===== config.mk =====
export PLATFORM = sky130hd
export DESIGN_NAME = mem_access_unit
export DESIGN_NICKNAME = d
export VERILOG_FILES = /design/src/rtl/mem_access_unit.sv
export SDC_FILE = /design/constraint.sdc
export NUM_CORES = 2
export LEC_CHECK = 0
export BUFFER_PORTS_ARGS = -buffer_cell sky130_fd_sc_hd__buf_2
export CAP_MARGIN = 20
export CORE_MARGIN = 10
export CORE_UTILIZATION = 45
export CTS_BUF_LIST = sky130_fd_sc_hd__clkbuf_8 sky130_fd_sc_hd__clkbuf_16
export CTS_CLUSTER_DIAMETER = 30
export DETAILED_ROUTE_END_ITERATION = 16
export PLACE_DENSITY = 0.57
export SLEW_MARGIN = 25
export SYNTH_ARGS = -nofsm -noshare
export SYNTH_HDL_FRONTEND = slang
export SYNTH_SLANG_ARGS = --single-unit

===== constraint.sdc =====
create_clock -name clk -period 21 [get_ports clk]
set_clock_uncertainty 0.2 [all_clocks]
set_input_delay 2.1 -clock clk [delete_from_list [all_inputs] [get_ports clk]]
set_output_delay 2.1 -clock clk [all_outputs]
set_load 0.02 [all_outputs]

===== src/rtl/mem_access_unit.sv =====
// Data-memory stage: byte/word loads and stores with wait states,
// alignment fault pulse and branch-select decode.
module mem_access_unit #(
    parameter int DATA_W      = 16,
    parameter int DEPTH       = 256,
    parameter int WAIT_STATES = 2
) (
    input  logic              clk,
    input  logic              rst_n,
    input  logic [DATA_W-1:0] address,
    input  logic [DATA_W-1:0] write_data,
    input  logic              MemWrite,
    input  logic              MemRead,
    input  logic              byte_en,
    input  logic              sign_ext,
    input  logic              Branch,
    input  logic              Zero,
    input  logic              branch_ne,
    output logic [DATA_W-1:0] read_data_mem,
    output logic              PCSrc_out,
    output logic              stall,
    output logic              align_fault
);

    localparam int BS = $clog2(DATA_W / 8);
    localparam int AW = $clog2(DEPTH);
    localparam int SW = BS + 3;
    localparam logic [DATA_W-1:0] BYTE_MASK = DATA_W'(8'hFF);

    typedef enum logic [1:0] {S_IDLE, S_BUSY, S_DONE} state_t;

    state_t            r_state;
    logic [2:0]        r_cnt;
    logic [AW-1:0]     r_idx;
    logic [BS-1:0]     r_lane;
    logic [DATA_W-1:0] r_wdata;
    logic              r_byte;
    logic              r_sext;
    logic              r_store;
    logic [DATA_W-1:0] r_rdata;
    logic              r_fault;
    logic [DATA_W-1:0] r_mem [DEPTH];

    logic              w_req;
    logic              w_mis;
    logic [AW-1:0]     w_idx;
    logic [BS-1:0]     w_lane;
    logic              w_commit;
    logic [SW-1:0]     w_shift;
    logic [DATA_W-1:0] w_word;
    logic [DATA_W-1:0] w_rd_shift;
    logic [7:0]        w_lane_byte;
    logic [DATA_W-1:0] w_mask;
    logic [DATA_W-1:0] w_wval;
    logic [DATA_W-1:0] w_load_val;
    logic [DATA_W-1:0] w_store_word;
    logic              w_unused;

    // Request decode; upper address bits wrap, so they only feed w_unused
    assign w_req    = MemRead | MemWrite;
    assign w_idx    = address[AW+BS-1:BS];
    assign w_lane   = address[BS-1:0];
    assign w_mis    = !byte_en && (w_lane != '0);
    assign w_unused = ^address;

    // Datapath on the captured request
    assign w_commit     = (r_state == S_BUSY) && (r_cnt == 3'd0);
    assign w_shift      = {r_lane, 3'b000};
    assign w_word       = r_mem[r_idx];
    assign w_rd_shift   = w_word >> w_shift;
    assign w_lane_byte  = w_rd_shift[7:0];
    assign w_mask       = BYTE_MASK << w_shift;
    assign w_wval       = DATA_W'(r_wdata[7:0]) << w_shift;
    assign w_load_val   = !r_byte ? w_word :
                          r_sext  ? {{(DATA_W-8){w_lane_byte[7]}}, w_lane_byte} :
                                    {{(DATA_W-8){1'b0}}, w_lane_byte};
    assign w_store_word = r_byte ? ((w_word & ~w_mask) | (w_wval & w_mask))
                                 : r_wdata;

    assign stall         = ((r_state == S_IDLE) && w_req && !w_mis)
                         || (r_state == S_BUSY);
    assign PCSrc_out     = Branch & (Zero ^ branch_ne);
    assign read_data_mem = r_rdata;
    assign align_fault   = r_fault;

    // Access sequencer: capture, count wait states, commit, one DONE cycle
    always_ff @(posedge clk or negedge rst_n) begin
        if (!rst_n) begin
            r_state <= S_IDLE;
            r_cnt   <= 3'd0;
            r_idx   <= '0;
            r_lane  <= '0;
            r_wdata <= '0;
            r_byte  <= 1'b0;
            r_sext  <= 1'b0;
            r_store <= 1'b0;
            r_rdata <= '0;
            r_fault <= 1'b0;
        end else begin
            r_fault <= 1'b0;
            case (r_state)
                S_IDLE: begin
                    if (w_req) begin
                        if (w_mis) begin
                            r_fault <= 1'b1;
                        end else begin
                            r_idx   <= w_idx;
                            r_lane  <= w_lane;
                            r_wdata <= write_data;
                            r_byte  <= byte_en;
                            r_sext  <= sign_ext;
                            r_store <= MemWrite;
                            r_cnt   <= 3'(WAIT_STATES);
                            r_state <= S_BUSY;
                        end
                    end
                end
                S_BUSY: begin
                    if (r_cnt != 3'd0) begin
                        r_cnt <= r_cnt - 3'd1;
                    end else begin
                        r_state <= S_DONE;
                        if (!r_store) r_rdata <= w_load_val;
                    end
                end
                S_DONE:  r_state <= S_IDLE;
                default: r_state <= S_IDLE;
            endcase
        end
    end

    // Store commit; the array itself is never reset
    always_ff @(posedge clk) begin
        if (w_commit && r_store) r_mem[r_idx] <= w_store_word;
    end

endmodule


==> flow_summary_export.csv <==
group,metric,value,unit
critical_path,rr_endpoint,"r_mem[157][11]",
critical_path,rr_worst_depth,16,
clock_network,cts_setup_buffers,0,
critical_path,cp-end-kind,"flop",
sta,setup_tns,0,ps
sta,slew_headroom,0.156,
clock_network,clock_latency,1070,ps
yosys,synth_xor_area_frac,0.000110,
global_route,antenna_found_initial,28,
yosys,yosysMostFrequentCell,"edfxtp_1",
critical_path,r2r_start,"r_idx[0]",
route,vias_per_cell,6.16,
yosys,synth_top_area_cell,"edfxtp_1",
power,power-per-cell-area,175,nW/um2
floorplan,row_count,218,
route,drc_errors,0,
yosys,synth_top_area_share,0.770,
critical_path,slowest_stage,"dfrtp_4",
critical_path,cp_data_arrival_time,9980,ps
clock_network,clk_pin_slew,50,ps
sta,min_period_over_period,0.452,
route,vias,81400,
floorplan,dieArea,379000,um2
route,wire_per_inst,35.8,um
yosys,ys_warn_count,0,
sta,finalSetupViolations,0,
floorplan,start_util,0.452,
yosys,ys_seq_area_frac,0.777,
sta,tightest_slew,1260,ps
yosys,synthMuxAreaShare,0.164,
critical_path,crit_chain,"buf_4, buf_4, buf_4, buf_4, buf_4, mux4_2, nor2_1, nor2_1, o21ai_0, o31ai_1, a21oi_1, buf_4, o211a_1, o2bb2ai_4, buf_4, buf_4",
yosys,synthesis.area,160000,um2
yosys,ys_ff_latch,4146,
finish,area_delta_synth_final,20.6,%
placement,io_buffer_count,52,
placement,place_ws,11440,ps
status,outcome,"completed",
yosys,synth_common_cells,"edfxtp_1, mux4_2, nor2_1, nand2_1, mux2i_1",
clock_network,cts_buffers,708,
finish,drive_above_1_share,0.348,
route,drtIter0Drc,11200,
hold_path,min_path_cells,1,
yosys,yosys.area_share.simple,0.0220,
route,drtAntennaViolNets,0,
sta,final_hold_viol_count,0,
sta,rsz0062_at_grt,"false",
yosys,syn_inst,7162,
global_route,grt_start_max_net_pins,209,
route,wirelength,473000,um
job,drv_cap,0,
clock_network,tritoncts,"built",
critical_path,reg2reg_slack,11510,ps
yosys,synthTopCellsByArea,"edfxtp_1, mux4_2, mux2i_1",
floorplan,io-pin-count,60,
yosys,synth_ff_type,"edfxtp_1",
global_route,grt_pass1_vias,81000,
floorplan,coreArea,353000,um2
floorplan,die_x,616,um
global_route,gr-usage-all-layers,0.243,
finish,num-nets-final,7913,
power,p_leak,0.0620,uW
yosys,synth_fa_ha_area_frac,0.000157,
yosys,synth.avg_cell_area,22.3,um2
sta,drv_slew,0,
yosys,synth.distinct_cells,79,
critical_path,crit_type,"reg2reg",
power,ir_drop,0.249,mV
yosys,synth_edf_count,4096,
global_route,grt_overflow,0,
clock_network,clock_path_buffers,4,
yosys,ys_async_sr_fraction,0.0121,
hold_path,min_from,"r_cnt[0]",
yosys,synth_compound_area_frac,0.0217,
route,dr.pass1.iters,8,
placement,post-dp-hpwl,280000,um
sta,fin_crit,9490,ps
placement,gp_congestion,0.902,
critical_path,cp_slowest_stage_delay,810,ps
clock_network,hold_buffers,0,
critical_path,crit_buf_inv,8,
floorplan,chipHeight,616,um
clock_network,cts_resized,0,
sta,fin_ws,11510,ps
hold_path,hold_path_end,"r_cnt[0]",
clock_network,cts_sinks,4146,
sta,fmax,0.105,GHz
yosys,synth_fp_nets,7205,
critical_path,crit_path_start_kind,"flop",
hold_path,hp-class,"reg2reg",
critical_path,crit_required,21490,ps
sta,hold_slack,322,ps
critical_path,crit_top_cell,"buf_4",
critical_path,critPathMaxFanout,81,
yosys,synth_top_family_by_area,"multiplexers",
global_route,grt_pass1_wl,655000,um
critical_path,cpLargestDelayFamily,"buffers and inverters",
clock_network,clockRootBuffer,"clkbuf_16",
clock_network,cts_max_level,6,
[state kept, by name, summed over array words and instances, names as in the netlist, 2 cells and up]
register,count
r_state,2
r_idx,8
r_mem,4096
r_wdata,16
read_data_mem,16
r_cnt,3
[worst max path at each step]
| stage | start | endpoint | slack [ps] | depth (start not counted) |
|---|---|---|---|---|
| after detailed placement | r_idx[0] | r_mem[150][11] | 11440 | 16 |
| final | r_idx[0] | r_mem[157][11] | 11510 | 16 |
| after global placement | r_idx[0] | r_mem[158][5] | 11630 | 15 |
| after floorplan | r_idx[1] | r_mem[0][0] | 6290 | 14 |
| after global routing | r_idx[0] | r_mem[157][11] | 10920 | 16 |
| after CTS | r_idx[0] | r_mem[156][11] | 11430 | 16 |
[area by class of cell]
| type | count | area [um2] |
|---|---|---|
| Antenna cell | 18 | 45.0 |
| Clock buffer | 716 | 17900 |
| Clock inverter | 594 | 6530 |
| Fill cell | 26400 | 160000 |
| Inverter | 14 | 62.6 |
| Multi-Input combinational cell | 2588 | 34600 |
| Sequential cell | 4146 | 124000 |
| Tap cell | 4730 | 5920 |
| Timing Repair Buffer | 412 | 3360 |
[stage by stage]
stage | total power, uW | util | instances | cell area (um2)
after floorplan | 18700 | - | 7162 | 160000
after global placement | 21700 | 0.474 | 11900 | 167000
after detailed placement | 22000 | 0.475 | 11900 | 168000
after CTS | 33600 | 0.544 | 13200 | 192000
after global routing | 34500 | 0.546 | 13200 | 193000
final | 33700 | 0.546 | 13200 | 193000
[where the power goes]
group	switching, uW	leakage (uW)	internal (uW)
Clock	4150	0.0120	7470
Sequential	151	0.0375	11900
Combinational	7230	0.0125	2790
Total	11500	0.0620	22100
[placed cells by master (no fill, tap or decap), drive strengths merged, types with 78 or more instances in the layout]
master / Yosys / final
inv: 11 / 157
buf: 280 / 412
clkinvlp: 0 / 80
bufinv: 0 / 98
mux4: 1043 / 1043
edfxtp: 4096 / 4096
clkinv: 3 / 273
a21oi: 78 / 78
clkbuf: 134 / 716
nand2: 254 / 254
mux2i: 232 / 232
nor2: 324 / 324
a22oi: 134 / 134
[cell families after synthesis]
group / count (synthesis)
AOI/OAI and AO/OA: 490
xor gates and xnor gates: 2
adders and majority gates: 2
buffers and inverters: 428
DFF: 4146
muxes: 1301
and+or+nand+nor: 793
[layer usage]
| layer | up-vias | track usage | share of wire |
|---|---|---|---|
| li1 | 32100 | - | - |
| met1 | 44000 | 0.338 | 0.39 |
| met2 | 4448 | 0.371 | 0.46 |
| met3 | 857 | 0.0609 | 0.096 |
| met4 | 6 | 0.102 | 0.046 |
| met5 | - | 0 | 0.000087 |
Power figures use the tool's default switching activity.
